--- src/rtl/text_tile_renderer.sv ---
`default_nettype none
// ============================================================================
// Module   : text_tile_renderer
// Purpose  : Text-mode pixel pipeline. Maps screen pixel (x,y) to a character
//            cell of an internal text buffer, fetches the glyph row from an
//            external combinational font ROM and returns one pixel per clock
//            (latency 3, no stalls) with integer scaling, inverse video and
//            blink attributes.
// Ports    : clk, rst_n          - clock, async active-low reset
//            wr_en/wr_addr/wr_data - text buffer write {attr[1:0], char}
//                                  attr0 = inverse, attr1 = blink
//            pix_valid/pix_x/pix_y - pixel request
//            frame_start         - one pulse per frame, drives blink timer
//            font_char/font_row  - font ROM address (combinational, stage 1)
//            font_data           - font ROM row, MSB = leftmost pixel
//            pix_on/pix_valid_o  - rendered pixel and its qualifier
//            blink_phase         - current blink phase
// Revision : 1.0 - initial release
// ============================================================================
module text_tile_renderer #(
    parameter int COLS         = 16,
    parameter int ROWS         = 4,
    parameter int GLYPH_W      = 8,
    parameter int GLYPH_H      = 8,
    parameter int CHAR_BITS    = 7,
    parameter int SCALE_LOG2   = 1,
    parameter int X_BITS       = 10,
    parameter int BLINK_FRAMES = 32
) (
    input  logic                         clk,
    input  logic                         rst_n,
    input  logic                         wr_en,
    input  logic [$clog2(COLS*ROWS)-1:0] wr_addr,
    input  logic [CHAR_BITS+1:0]         wr_data,
    input  logic                         pix_valid,
    input  logic [X_BITS-1:0]            pix_x,
    input  logic [X_BITS-1:0]            pix_y,
    input  logic                         frame_start,
    output logic [CHAR_BITS-1:0]         font_char,
    output logic [$clog2(GLYPH_H)-1:0]   font_row,
    input  logic [GLYPH_W-1:0]           font_data,
    output logic                         pix_on,
    output logic                         pix_valid_o,
    output logic                         blink_phase
);

    localparam int c_cells   = COLS * ROWS;
    localparam int c_aw      = $clog2(c_cells);
    localparam int c_dw      = CHAR_BITS + 2;
    localparam int c_gw_log2 = $clog2(GLYPH_W);
    localparam int c_gh_log2 = $clog2(GLYPH_H);
    localparam int c_cw      = (BLINK_FRAMES > 1) ? $clog2(BLINK_FRAMES) : 1;

    localparam logic [c_gw_log2-1:0] c_gx_max     = c_gw_log2'(GLYPH_W - 1);
    localparam logic [c_cw-1:0]      c_blink_last = c_cw'(BLINK_FRAMES - 1);

    // ------------------------------------------------------------------
    // Text buffer
    // ------------------------------------------------------------------
    logic [c_dw-1:0] r_buf [c_cells];
    logic            w_wr_ok;

    // Only a non-power-of-two cell count leaves unused addresses to reject.
    generate
        if (c_cells < (1 << c_aw)) begin : g_addr_guard
            assign w_wr_ok = (wr_addr < c_aw'(c_cells));
        end else begin : g_addr_full
            assign w_wr_ok = 1'b1;
        end
    endgenerate

    always_ff @(posedge clk or negedge rst_n) begin
        if (!rst_n) begin
            for (int i = 0; i < c_cells; i++) begin
                r_buf[i] <= '0;
            end
        end else if (wr_en && w_wr_ok) begin
            r_buf[wr_addr] <= wr_data;
        end
    end

    // ------------------------------------------------------------------
    // Coordinate decode (feeds stage 1)
    // ------------------------------------------------------------------
    logic [X_BITS-1:0]    w_gx_full;
    logic [X_BITS-1:0]    w_gy_full;
    logic [X_BITS-1:0]    w_col;
    logic [X_BITS-1:0]    w_row;
    logic                 w_oob;
    logic [c_aw-1:0]      w_idx;

    assign w_gx_full = pix_x >> SCALE_LOG2;
    assign w_gy_full = pix_y >> SCALE_LOG2;
    assign w_col     = w_gx_full >> c_gw_log2;
    assign w_row     = w_gy_full >> c_gh_log2;
    assign w_oob     = (w_col >= X_BITS'(COLS)) || (w_row >= X_BITS'(ROWS));
    // Out-of-bounds pixels read cell 0; their glyph data is discarded in S3.
    assign w_idx     = w_oob ? '0 : c_aw'(w_row * X_BITS'(COLS) + w_col);

    // ------------------------------------------------------------------
    // Stage 1: cell address, font ROM address driven from here
    // ------------------------------------------------------------------
    logic                 r_s1_valid;
    logic                 r_s1_oob;
    logic [c_aw-1:0]      r_s1_idx;
    logic [c_gw_log2-1:0] r_s1_gx;
    logic [c_gh_log2-1:0] r_s1_gy;
    logic [c_dw-1:0]      w_cell;

    always_ff @(posedge clk or negedge rst_n) begin
        if (!rst_n) begin
            r_s1_valid <= 1'b0;
            r_s1_oob   <= 1'b0;
            r_s1_idx   <= '0;
            r_s1_gx    <= '0;
            r_s1_gy    <= '0;
        end else begin
            r_s1_valid <= pix_valid;
            r_s1_oob   <= w_oob;
            r_s1_idx   <= w_idx;
            r_s1_gx    <= w_gx_full[c_gw_log2-1:0];
            r_s1_gy    <= w_gy_full[c_gh_log2-1:0];
        end
    end

    // Asynchronous read: a write landing at the end of this cycle is not seen.
    assign w_cell    = r_buf[r_s1_idx];
    assign font_char = w_cell[CHAR_BITS-1:0];
    assign font_row  = r_s1_gy;

    // ------------------------------------------------------------------
    // Stage 2: glyph row and attributes
    // ------------------------------------------------------------------
    logic                 r_s2_valid;
    logic                 r_s2_oob;
    logic [GLYPH_W-1:0]   r_s2_data;
    logic [c_gw_log2-1:0] r_s2_gx;
    logic [1:0]           r_s2_attr;

    always_ff @(posedge clk or negedge rst_n) begin
        if (!rst_n) begin
            r_s2_valid <= 1'b0;
            r_s2_oob   <= 1'b0;
            r_s2_data  <= '0;
            r_s2_gx    <= '0;
            r_s2_attr  <= '0;
        end else begin
            r_s2_valid <= r_s1_valid;
            r_s2_oob   <= r_s1_oob;
            r_s2_data  <= font_data;
            r_s2_gx    <= r_s1_gx;
            r_s2_attr  <= w_cell[c_dw-1 -: 2];
        end
    end

    // ------------------------------------------------------------------
    // Stage 3: pixel select, blink mask, then inverse, then bounds/valid
    // ------------------------------------------------------------------
    logic w_bit;
    logic r_pix_on;
    logic r_pix_valid;
    logic r_blink_phase;
    logic [c_cw-1:0] r_frame_cnt;

    always_comb begin
        w_bit = r_s2_data[c_gx_max - r_s2_gx];
        if (r_s2_attr[1] && r_blink_phase) begin
            w_bit = 1'b0;
        end
        if (r_s2_attr[0]) begin
            w_bit = ~w_bit;
        end
        if (r_s2_oob || !r_s2_valid) begin
            w_bit = 1'b0;
        end
    end

    always_ff @(posedge clk or negedge rst_n) begin
        if (!rst_n) begin
            r_pix_on    <= 1'b0;
            r_pix_valid <= 1'b0;
        end else begin
            r_pix_on    <= w_bit;
            r_pix_valid <= r_s2_valid;
        end
    end

    // ------------------------------------------------------------------
    // Blink timer: phase toggles every BLINK_FRAMES frame_start pulses
    // ------------------------------------------------------------------
    always_ff @(posedge clk or negedge rst_n) begin
        if (!rst_n) begin
            r_frame_cnt   <= '0;
            r_blink_phase <= 1'b0;
        end else if (frame_start) begin
            if (r_frame_cnt == c_blink_last) begin
                r_frame_cnt   <= '0;
                r_blink_phase <= ~r_blink_phase;
            end else begin
                r_frame_cnt   <= r_frame_cnt + 1'b1;
            end
        end
    end

    assign pix_on      = r_pix_on;
    assign pix_valid_o = r_pix_valid;
    assign blink_phase = r_blink_phase;

endmodule
`default_nettype wire

--- config.mk ---
export PLATFORM = sky130hd
export DESIGN_NAME = text_tile_renderer
export DESIGN_NICKNAME = d
export VERILOG_FILES = /design/src/rtl/text_tile_renderer.sv
export SDC_FILE = /design/constraint.sdc
export NUM_CORES = 1
export LEC_CHECK = 0
export CAP_MARGIN = 30
export CORE_MARGIN = 8
export CORE_UTILIZATION = 44
export DETAILED_ROUTE_END_ITERATION = 8
export MAX_ROUTING_LAYER = met4
export PLACE_DENSITY = 0.63
export SLEW_MARGIN = 20
export SYNTH_ARGS = -nofsm -noshare
export SYNTH_HDL_FRONTEND = slang
export SYNTH_SLANG_ARGS = --single-unit
--- constraint.sdc ---
create_clock -name clk -period 2.4 [get_ports clk]
set_input_delay 0.24 -clock clk [delete_from_list [all_inputs] [get_ports clk]]
set_output_delay 0.24 -clock clk [all_outputs]
set_load 0.01 [all_outputs]
==> impl_metrics.ini, run 1 <==
[timing]
timing.final.ws_setup_ns = -0.6917
max_slew.worst_pin.slew_ns = 0.7971
hold_violations = 0
setup_viol = 8
report.final.slew_viol_count = 0
min_period_over_period_pct = 128.8
rsz0062_at_grt = true
clock_skew_ns = 0.01397
fin_tns_setup_ns = -4.632
maxSlewHeadroom_pct = 46.86
period_minus_slack_ns = 3.092
timing.fmax_mhz = 323.4

[status]
status = complete, but fails checks
violations = negative setup slack

[floorplanning]
io_pins = 61
start_util_pct = 44.37
fp.dieW_um = 268.0
die_h_um = 268.0
core_region_area_um2 = 62970
dieArea_um2 = 71820
rows = 92

[place]
dp_cells = 2766
portBuffers = 58
hpwl_mm = 48.01
routabilityCongestion = 0.8559

[run]
maxCapViolCount = 0

[synth]
async_flop_share_pct = 100.0
ys.flop_type = dfrtp_1
synth_nets = 1827
syn_area_um2 = 27940
synth_area_leaders = dfrtp_1, mux2_2, mux4_2
synth_cell_types = 63
yosysTopAreaCellShare_pct = 54.91
synthCells = 1776
syn_area_per_cell_um2 = 15.73
yosysWarnings = 0
synth_top_cell_by_area = dfrtp_1
ys_seq_elements = 613
synth-seq-area-share_pct = 54.91
synth_edf_count = 0

[routing]
wire_per_inst_um = 24.88
drc = 0
drtPass1Iterations = 5
drtIter0Drc = 906
ant_nets = 0
wirelength_mm = 72.66
viasPerCell = 5.653
vias = 16510

[pwr]
leakagePower_uw = 0.01563
cellPowerDensity_nw_per_um2 = 752.1
max-vdd-ir-drop_uv = 581.9

[critical_path]
cp_max_fo = 8
end_kind = output pin
critPathRequiredTime_ns = 2.16
reg2regPathDepth = 10
crit_type = flop to output pin
worst-endpoint-arrival_ns = 2.85
cp-start-kind = flop

[cts]
clkSinkCount = 613
clock_latency_ns = 0.60
cts.clk_slew.worst_paths_ns = 0.06
cts_tree = yes
cts_max_level = 3
numCtsBuffers = 68
clockRootBuffer = clkbuf_16
clock_path_buffers = 3

[global_routing]
gr-usage-all-layers_pct = 21.31
antenna_found_initial = 1
first_global_vias = 17930
gr-total-overflow = 0
grt_start_max_net_pins = 70
grt_pass1_wl_mm = 112.7

[hold_path]
min_path_type = primary input to flop
min_delay_path_depth = 2

[finish]
final_common_cell = dfrtp_1
final_cell_mix = dfrtp_1, mux2_2, buf_4
post-route-util_pct = 54.94
layout-drive-gt1-share_pct = 58.22
synthToLayoutAreaGrowth_pct = 23.81
layoutNonFillerInstCount = 2920
nets = 2076
critical path: stages (launching register included):
cell      delay (ns)
dfrtp_4         0.53
buf_12          0.17
buf_4           0.14
mux2_2          0.30
a221oi_4        0.30
o211ai_1        0.21
buf_4           0.21
a32o_2          0.26
buf_6           0.13
cell type report:
| cell class | count | area, µm² |
|---|---|---|
| well taps | 846 | 1059 |
| clock inverters | 15 | 207.7 |
| clock buffers | 103 | 2037 |
| inverters | 3 | 11.26 |
| fillers | 5073 | 28370 |
| flip-flops and latches | 613 | 15350 |
| multi-input cells | 1023 | 12230 |
| repair buffers | 316 | 3691 |
| diodes | 1 | 2.502 |
final timing paths:
check	from	end	slack [ns]
max	r_s1_idx[1]$_DFF_PN0_	font_char[1]	-0.69
min in group asynchronous	rst_n	r_buf[275]$_DFFE_PN0P_	0.24
max in group asynchronous	rst_n	r_buf[565]$_DFFE_PN0P_	1.26
min reg2reg	r_s1_oob$_DFF_PN0_	r_s2_oob$_DFF_PN0_	0.35
min	wr_data[0]	r_buf[351]$_DFFE_PN0P_	0.07
max reg2reg	r_s1_idx[0]$_DFF_PN0_	r_s2_attr[0]$_DFF_PN0_	-0.07
registers in the layout, summed over array words and instances (netlist names):
| register | cells |
|---|---|
| r_buf | 576 |
| r_s2_data | 8 |
| r_s1_idx | 6 |
| r_frame_cnt | 5 |
| font_row | 3 |
| r_s1_gx | 3 |
| r_s2_gx | 3 |
| r_s2_attr | 2 |
| blink_phase | 1 |
| pix_on | 1 |
| pix_valid_o | 1 |
| r_s1_oob | 1 |
| r_s1_valid | 1 |
| r_s2_oob | 1 |
| r_s2_valid | 1 |
cell families after synthesis:
logic type | count (synthesis) | synth area share (%)
AOI/OAI and AO/OA | 84 | 2.150
xor gates and xnor gates | 3 | 0.09407
adders and majority gates | 3 | 0.1344
buffers and inverters | 140 | 2.615
DFF | 613 | 54.91
muxes | 759 | 36.14
and+or+nand+nor | 174 | 3.959
cells in the mapped netlist (3+ instances only):
library cell and instances:
nand2_2 4, and2_1 12, mux4_1 9, nand3_2 3
nand2_1 45, o211ai_1 6, o21ai_0 10, mux2i_1 30
nor3_1 3, buf_6 14, buf_2 29, a21oi_1 9
nor2_4 4, nor2b_1 7, xnor2_1 3, a32o_1 6
a221oi_1 6, mux2_1 4, o221ai_1 11, nand3_1 5
nand4_1 3, clkbuf_1 69, o22ai_1 17, nor2_8 8
a31oi_1 5, nand3b_1 5, nor2_1 15, buf_1 10
mux2_2 587, mux4_2 129, nand2b_1 8, dfrtp_1 613
buf_4 11, ha_1 3, nor2_2 36
metal layers:
metal | global-route usage (%) | share of wire, % | vias up
li1 | - | - | 7124
met1 | 28.10 | 45 | 8928
met2 | 33.40 | 48 | 333
met3 | 3.961 | 4.5 | 122
met4 | 6.888 | 2.8 | 0
met5 | - | 0 | -
report_power, final:
part,total [µW],internal [µW],leakage [µW],switching [µW]
combinational,3110,1830,0.00643,1280
sequential,12400,11700,0.00809,708
clock,10500,6380,0.00111,4120
total,26000,19900,0.0156,6110
through the flow:
step           worst slack [ns]  total power, µW  hold slack, ns  cell area [µm²]
6_report                -0.6917            26020         0.07477            34590
5_1_grt                 -0.7593            27070         0.05220            34590
4_1_cts                 -0.7067            26250         0.03380            34290
3_5_place_dp            -0.6055            15590          0.3147            31420
3_3_place_gp            -0.6266            15410          0.3189            31420
2_1_floorplan            0.2909            14340        -0.05559            27940
what timing repair did:
item                                    in CTS  in global routing
hold buffers                                 1                  0
endpoints found under the setup margin       9                  9
hold endpoints to repair                    50                  0
pin swaps                                   17                 20
resized for setup                          113                 36
setup buffers                               17                 16
gates cloned                                 3                  1
No activity file was read; power rests on OpenSTA's default activity.
==> run 2: changes to the inputs <==
--- a/config.mk
+++ b/config.mk
@@ -6,11 +6,13 @@
 export NUM_CORES = 1
 export LEC_CHECK = 0
 export CAP_MARGIN = 30
+export CORE_ASPECT_RATIO = 1.5
 export CORE_MARGIN = 8
 export CORE_UTILIZATION = 44
 export DETAILED_ROUTE_END_ITERATION = 8
+export DONT_BUFFER_PORTS = 1
 export MAX_ROUTING_LAYER = met4
-export PLACE_DENSITY = 0.63
+export PLACE_DENSITY = 0.62
 export SLEW_MARGIN = 20
 export SYNTH_ARGS = -nofsm -noshare
 export SYNTH_HDL_FRONTEND = slang
==> impl_metrics.ini, run 2 (synthesis results as in run 1) <==
[cts]
clockRootBuffer = clkbuf_16
clkSinkCount = 613
cts_max_level = 2
numCtsBuffers = 59
clock_latency_ns = 0.63
cts.clk_slew.worst_paths_ns = 0.07
cts_tree = yes
hold_buffers = 37
clock_path_buffers = 3

[place]
hpwl_mm = 44.91
routabilityCongestion = 0.8735
portBuffers = 0
dp_cells = 2572
place_area_um2 = 29320

[finish]
final_area_um2 = 32400
largest_register_ffs = 576
regMostFlops = r_buf
layout-drive-gt1-share_pct = 55.46
reg_top3 = r_buf x576, r_s2_data x8, r_s1_idx x6
post-route-util_pct = 51.39
synthToLayoutAreaGrowth_pct = 15.98
nets = 1935
final_cell_mix = dfrtp_1, mux2_2, mux4_2
layoutNonFillerInstCount = 2739
final_common_cell = dfrtp_1

[routing]
wirelength_mm = 71.70
met3WireLength_mm = 3.044
drtPass1Iterations = 4
drc = 0
vias = 15800
wl_met1_mm = 29.39
met2_length_mm = 36.76
drtIter0Drc = 1102
wire_per_inst_um = 26.18
viasPerCell = 5.769
ant_nets = 0
top_layer_used = met4

[run]
maxCapViolCount = 0

[hold_path]
min_path_type = primary input to async pin

[timing]
timing.fmax_mhz = 320.8
holdWs_ns = -0.6925
min_period_over_period_pct = 129.9
setup_viol = 7
rsz0062_at_grt = true
max_slew.worst_pin.slew_ns = 1.682
timing.final.ws_setup_ns = -0.7168
report.final.slew_viol_count = 125
hold_violations = 613
clock_skew_ns = 0.01770
maxSlewHeadroom_pct = -12.15
period_minus_slack_ns = 3.117

[critical_path]
worstSetupStartpoint = r_s1_idx[0]$_DFF_PN0_
critPathRequiredTime_ns = 2.16
r2r-start = r_s1_idx[1]$_DFF_PN0_
end_kind = output pin
rrSetupSlack_ns = 0.05
cp_max_fo = 11
worst-endpoint-arrival_ns = 2.88
crit_type = flop to output pin
cp-start-kind = flop

[pwr]
max-vdd-ir-drop_uv = 605.3
cellPowerDensity_nw_per_um2 = 758.9
total_power_uw = 24590
leakagePower_uw = 0.01469

[floorplanning]
rows = 113
io_pins = 61
start_util_pct = 44.31
die_h_um = 324.6
core_region_area_um2 = 63060
fp.dieW_um = 221.7
dieArea_um2 = 71980

[global_routing]
grt_start_max_net_pins = 614
gr-usage-all-layers_pct = 20.62
gr-total-overflow = 0
antenna_found_initial = 0
first_global_vias = 17580
grt_pass1_wl_mm = 111.2

[status]
status = complete, but fails checks
violations = negative hold slack, max-slew violations, negative setup slack
-- run 2: cell types whose count changed in the layout (fill, tap and decap cells not counted), moves of 7 or more --
| cell | previous run | this run |
|---|---|---|
| buf_4 | 153 | 115 |
| dlygate4sd3_1 | 1 | 28 |
| clkdlybuf4s50_1 | 41 | 0 |
| buf_12 | 80 | 14 |
| clkbuf_16 | 72 | 60 |
| buf_16 | 3 | 12 |
| buf_2 | 11 | 0 |
| buf_6 | 18 | 11 |
-- run 2: final timing paths --
check                                          to  depth (start not counted)
min                         font_row[1]$_DFF_PN0_                          0
min in group clk            r_buf[77]$_DFFE_PN0P_                          2
max in group asynchronous  r_buf[227]$_DFFE_PN0P_                          0
max                                  font_char[6]                          9
max reg2reg                r_s2_attr[1]$_DFF_PN0_                          9
min reg2reg                  r_s2_gx[0]$_DFF_PN0_                          0
-- run 2: per-stage QoR --
stage               setup TNS (ns)  setup slack [ns]
floorplan                        0            0.2909
global placement            -1.340           -0.2416
detailed placement          -1.358           -0.2438
CTS                         -5.013           -0.7722
global route                -5.228           -0.7895
finish                      -4.700           -0.7168
-- run 2: repair_timing --
| item | CTS | global route |
|---|---|---|
| endpoints found under the hold margin | 1217 | 613 |
| cloned | 3 | 1 |
| pin swaps | 5 | 4 |
| resized for setup | 50 | 35 |
| endpoints found under the setup margin | 9 | 8 |
| buffers inserted | 6 | 10 |
-- run 2: area by class of cell --
type,count,area (µm²)
clock buffer,87,1702
antenna,1,2.502
sequential,613,15350
inverter,3,11.26
fill,5213,30650
clock inverter,23,272.8
timing repair buffer,184,1966
tap,805,1007
multi-input combinational,1023,12090
-- run 2: power by group --
part           internal [µW]  switching, µW  leakage [µW]
combinational           1690           1030       0.00562
sequential             11700            689       0.00809
clock                   5450           4030      0.000976
total                  18800           5760        0.0147
-- run 2: critical path, cell delays in order (launching register included) --
cell and delay [ns]:
dfrtp_4 0.49, buf_12 0.18, mux4_2 0.52, mux2i_1 0.16, buf_4 0.15, nand2_1 0.08
nand4_1 0.19, o311ai_2 0.14, buf_4 0.19, buf_6 0.12
-- run 2: metal layers --
metal  up-vias  GRT usage, %
met5         -             -
met2       326         34.81
li1       6806             -
met4         0         7.189
met3       126         3.626
met1      8543         24.83
==> RTL change 1 (config.mk and constraints of run 2) <==
Reset style: synchronous (`rst_n`), changed in 5 clocked blocks. Comments in the files are not updated.
--- a/src/rtl/text_tile_renderer.sv
+++ b/src/rtl/text_tile_renderer.sv
@@ -69,7 +69,7 @@
         end
     endgenerate
 
-    always_ff @(posedge clk or negedge rst_n) begin
+    always_ff @(posedge clk) begin
         if (!rst_n) begin
             for (int i = 0; i < c_cells; i++) begin
                 r_buf[i] <= '0;
@@ -107,7 +107,7 @@
     logic [c_gh_log2-1:0] r_s1_gy;
     logic [c_dw-1:0]      w_cell;
 
-    always_ff @(posedge clk or negedge rst_n) begin
+    always_ff @(posedge clk) begin
         if (!rst_n) begin
             r_s1_valid <= 1'b0;
             r_s1_oob   <= 1'b0;
@@ -137,7 +137,7 @@
     logic [c_gw_log2-1:0] r_s2_gx;
     logic [1:0]           r_s2_attr;
 
-    always_ff @(posedge clk or negedge rst_n) begin
+    always_ff @(posedge clk) begin
         if (!rst_n) begin
             r_s2_valid <= 1'b0;
             r_s2_oob   <= 1'b0;
@@ -175,7 +175,7 @@
         end
     end
 
-    always_ff @(posedge clk or negedge rst_n) begin
+    always_ff @(posedge clk) begin
         if (!rst_n) begin
             r_pix_on    <= 1'b0;
             r_pix_valid <= 1'b0;
@@ -188,7 +188,7 @@
     // ------------------------------------------------------------------
     // Blink timer: phase toggles every BLINK_FRAMES frame_start pulses
     // ------------------------------------------------------------------
-    always_ff @(posedge clk or negedge rst_n) begin
+    always_ff @(posedge clk) begin
         if (!rst_n) begin
             r_frame_cnt   <= '0;
             r_blink_phase <= 1'b0;
Check against the original RTL: not equivalent (a bounded check fails within 4 cycles, from zero or initial values and one cycle with rst_n low; the reset may be asserted at any time).
==> RTL change 1 against run 2 <==
- the run ends with negative setup slack left
- routed wire length up 3.8%
- sequential cell count unchanged
- worst setup slack better by 0.18 ns
- count of clock-buffer cells in the layout down 13
- critical path depth down 2
- sequential share of layout area up 7.4 points
- area after synthesis about the same
- design area up 1.8%
- register-to-register slack about the same
- first-iteration DRC count up 30%
Power is not compared: it rests on default switching activity, and its combinational part moved more than twofold at a synthesized area within 25%.
==> RTL change 1: results (changes against run 2) <==
The half-perimeter wire length after detailed placement came out at 48100 µm (+7.2%). The largest net degree at the start of global routing is 66 (-89%). The portion of the layout cell area used by non-clock buffers is 0.0746 (+0.0139). The worst-case hold slack came out at 0.0507 ns (+0.743 ns).

After synthesis, the cell types taking the most area are edfxtp_1, and2_1, mux4_2, dfxtp_1, clkbuf_1. The layout net count came out at 2071 (+7.0%). The clock tree cell share of total cell area is 0.0578 (-0.00311). In the final layout, the registers with the most flip-flops are r_buf x576, r_s2_data x8, r_frame_cnt x5. The total length of routed met2 wires came to 38700 µm (+5.2%). The sequential area share after synthesis came to 0.645 (+0.0964).

The detailed-route wire length on metal 1 is 27700 µm (-5.9%). The average size of a mapped cell came out at 15.0 µm² (-4.9%). The number of endpoints failing setup at the final stage is 7 (unchanged). The worst slew margin relative to its limit came out at 0.489 (+0.610).

The worst path setup slack after routing is -0.540 ns (+0.177 ns). The sequential cell count of the final layout came out at 613 (unchanged). The worst slack after detailed placement came out at 0.0106 ns (+0.254 ns). The number of antenna violations at the first check in global routing came out at 2 (+2).

The number of cells upsized or downsized after cts came out at 59 (+18%). The total negative slack for setup checks is -3.57 ns (+1.13 ns). The number of post-CTS setup repair buffers came out at 12 (+6). The number of clock-tree buffers in the layout was 74 (-15%).

The inverter count is 4 (+1). The wire length on met3 came out at 4510 µm (+48%). The number of hold-repair buffers added at the cts stage is 54 (+46%).

The proportion of synthesized flip-flops having asynchronous set or reset is 0 (-1.00). The checks that failed: negative setup slack. The endpoint identified for the worst register-to-register timing path is r_s2_attr[0]. The area overhead of the layout relative to synthesis came out at 18.0%. The post-detailed-routing wire length came out at 74400 µm (+3.8%). The number of buffers other than clock buffers in the final layout is 242 (+32%).

The number of flops mapped to enable cells by yosys came to 576 (+576). The multi-input gate share of the layout cell area came out at 0.289 (-0.0838). The number of iterations in the first detailed-routing pass is 5 (+1).

The setup clock skew after layout came out at 0.0174 ns (-0.000262 ns). The placer congestion estimate came out at 0.891 (+2.0%). The number of diodes came out at 0 (-1). For this run, the leading register cell type out of synthesis is edfxtp_1. The overall routing resource usage came out at 0.211 (+0.00456).

In this design, the largest share of critical-path delay is due to compound AO/OA/AOI/OAI gates. The flow ran to the end, but the final reports show violations. The number of fillers in the final layout was 5180 (-0.63%). The distinct cell type count after synthesis was 53 (-16%). The depth of the worst register-to-register path was 7 (-2).

The global-route wire length before repair is 110000 µm (-1.4%). The global-route track usage on met1 came to 0.239 (-0.00936). The number of vias in the routed layout came out at 16000 (+1.5%).

Sorting the synthesized cells by how often they occur yields and2_1, edfxtp_1, mux4_2. The ratio of cells with drive above 1 in the final layout is 0.249 (-0.305). The arrival time at the worst endpoint came out at 2.70 ns (-0.18 ns). The count of placed standard cells including taps came out at 2694 (+4.7%).
-- RTL change 1: changes by cell type after synthesis, moves of 24 or more --
| cell | run 2 | this run |
|---|---|---|
| dfxtp_1 | 0 | 37 |
| and2_1 | 12 | 606 |
| nand2_1 | 45 | 18 |
| nor2_2 | 36 | 1 |
| clkbuf_1 | 69 | 93 |
| dfrtp_1 | 613 | 0 |
| nor2_1 | 15 | 76 |
| mux2_2 | 587 | 0 |
| edfxtp_1 | 0 | 576 |
| o21ai_0 | 10 | 69 |
-- RTL change 1: cells by family after synthesis --
kind of cell | after synthesis | share of synthesized area
buffers and inverters | 156 | 0.0259
and+or+nand+nor | 780 | 0.168
adders and majority gates | 3 | 0.00134
AOI/OAI and AO/OA | 147 | 0.0330
muxes | 167 | 0.125
xor gates and xnor gates | 3 | 0.000940
DFF | 613 | 0.645
==> RTL change 2 (flow settings as in run 2) <==
Without the edit above. Set the parameter `COLS` to 32 (it was 16).
--- a/src/rtl/text_tile_renderer.sv
+++ b/src/rtl/text_tile_renderer.sv
@@ -18,7 +18,7 @@
 // Revision : 1.0 - initial release
 // ============================================================================
 module text_tile_renderer #(
-    parameter int COLS         = 16,
+    parameter int COLS         = 32,
     parameter int ROWS         = 4,
     parameter int GLYPH_W      = 8,
     parameter int GLYPH_H      = 8,
Ports: changed (resized wr_addr); port bits go from 61 to 62. The function was not compared with the original's and may differ.
==> RTL change 2 against run 2 <==
- largest power group unchanged
- the flow finishes with violations (negative hold slack, negative setup slack)
- worst setup slack lost 0.83 ns
- clock skew grew 0.0070 ns
- non-clock buffer count increased by 115
- total power rose by 85%
- area after synthesis increased by 91%
- sequential cell count grew 577
- routed wire length up 99%
- design area grew 90%
==> RTL change 2: results (changes against run 2) <==
The number of buffers added by the clock tree synthesis step came out at 112 (+90%). The xor and xnor fraction of the mapped netlist area is 0.000328 (-0.000613). The post-detailed-route via-to-cell ratio came out at 5.88 (+1.9%). The total placed instance area is 56800 µm² (+94%).

Yosys attributes the largest share of cell area to dfrtp_1, mux2_2, mux4_2, clkbuf_1, nand2_1. The checks that failed: negative hold slack, negative setup slack. The portion of netlist area occupied by mux cells was 0.405 (+0.0441). The average size of a mapped cell came to 16.8 µm² (+6.5%). The arrival time at the worst endpoint is 3.71 ns (+0.83 ns). The post-detailed-routing wire length is 142000 µm (+99%). The clock latency on the worst-skew pair is 0.73 ns (+0.10 ns).

The run finished, with violations left. The half-perimeter wire length after detailed placement came out at 92700 µm (+110%). The global-route met3 utilization came out at 0.0280 (-0.00829).

The sequential area share after synthesis is 0.557 (+0.00830). The distinct cell type count after synthesis came out at 32 (-49%). The global-route wire length before repair is 216000 µm (+94%).

The count of placed standard cells including taps came out at 4759 (+85%). The number of iterations in the first detailed-routing pass is 5 (+1). The met2 usage in global routing is 0.368 (+0.0203).

The ratio of cells with drive above 1 in the final layout is 0.583 (+0.0285). The setup clock skew after layout came out at 0.0247 ns (+0.00700 ns). The static leakage is 28.6 nW (+94%).

The number of hold-repair buffers added at the cts stage came to 47 (+27%). The total negative slack for setup checks came to -12.08 ns (-7.38 ns). The final number of hold-violating endpoints came to 362 (-41%). The number of endpoints failing setup at the final stage is 9 (+2). The global-route track usage on met1 is 0.265 (+0.0164). The worst path setup slack after routing is -1.55 ns (-0.831 ns). The worst-case hold slack came out at -0.754 ns (-0.0619 ns).

The maximum resistive drop on vdd is 650 µV (+7.4%). The flip-flop count of the largest register, all copies and words added came out at 1152 (+100%). The worst slack after detailed placement is -0.830 ns (-0.586 ns).
-- RTL change 2: changes by cell type in the layout (fill, tap and decap cells not counted), moves of 14 or more --
cell       delta
dfrtp_1     +577
mux2_2      +570
mux4_2      +250
buf_4        +83
clkbuf_16    +57
nand2_1      +45
nor2_1       +40
nor2_2       -37
mux2i_1      -21
buf_12       +20
clkinv_2     +14
-- RTL change 2: worst max-delay path: cells and delay by family (launching register included) --
kind	cells	cell delay, ns
multiplexers	4	2.07
flip-flops	1	0.47
buffers and inverters	3	0.43
-- RTL change 2: what timing repair did --
item | in CTS | in global routing
gates cloned | 0 | 4
buffers inserted | 8 | 5
endpoints found under the hold margin | 1543 | 362
endpoints found under the setup margin | 9 | 9
resized for setup | 9 | 5
-- RTL change 2: cell type report --
type                    count  area [µm²]
clock buffers             151        3210
fillers                  9599       58700
inverters                   2        7.51
diodes                      3        7.51
multi-input cells        1753       22700
flip-flops and latches   1190       29800
well taps                1580        1980
clock inverters            54         751
repair buffers            299        3270
-- RTL change 2: final timing paths --
check | startpoint | to | cells past startpoint
min reg2reg | r_s1_valid | r_s2_valid | 0
max | r_s1_idx[0] | font_char[4] | 7
min | rst_n | r_buf[566] | 0
min in group clk | pix_y[6] | r_s1_oob | 4
max in group asynchronous | rst_n | r_buf[695] | 4
max reg2reg | r_s1_idx[0] | r_s2_attr[1] | 7
-- RTL change 2: per-layer routing --
metal  up-vias  wire, µm
met1     16400     56900
met3       262      5100
met2       607     73300
met5         -         0
met4         0      7070
li1      12300         -
-- RTL change 2: where the power goes --
part | internal, mW | switching, mW | leakage (nW)
Sequential | 21.7 | 0.890 | 16.1
Clock | 11.1 | 7.84 | 1.96
Combinational | 2.17 | 1.81 | 10.5
Total | 35.0 | 10.5 | 28.6
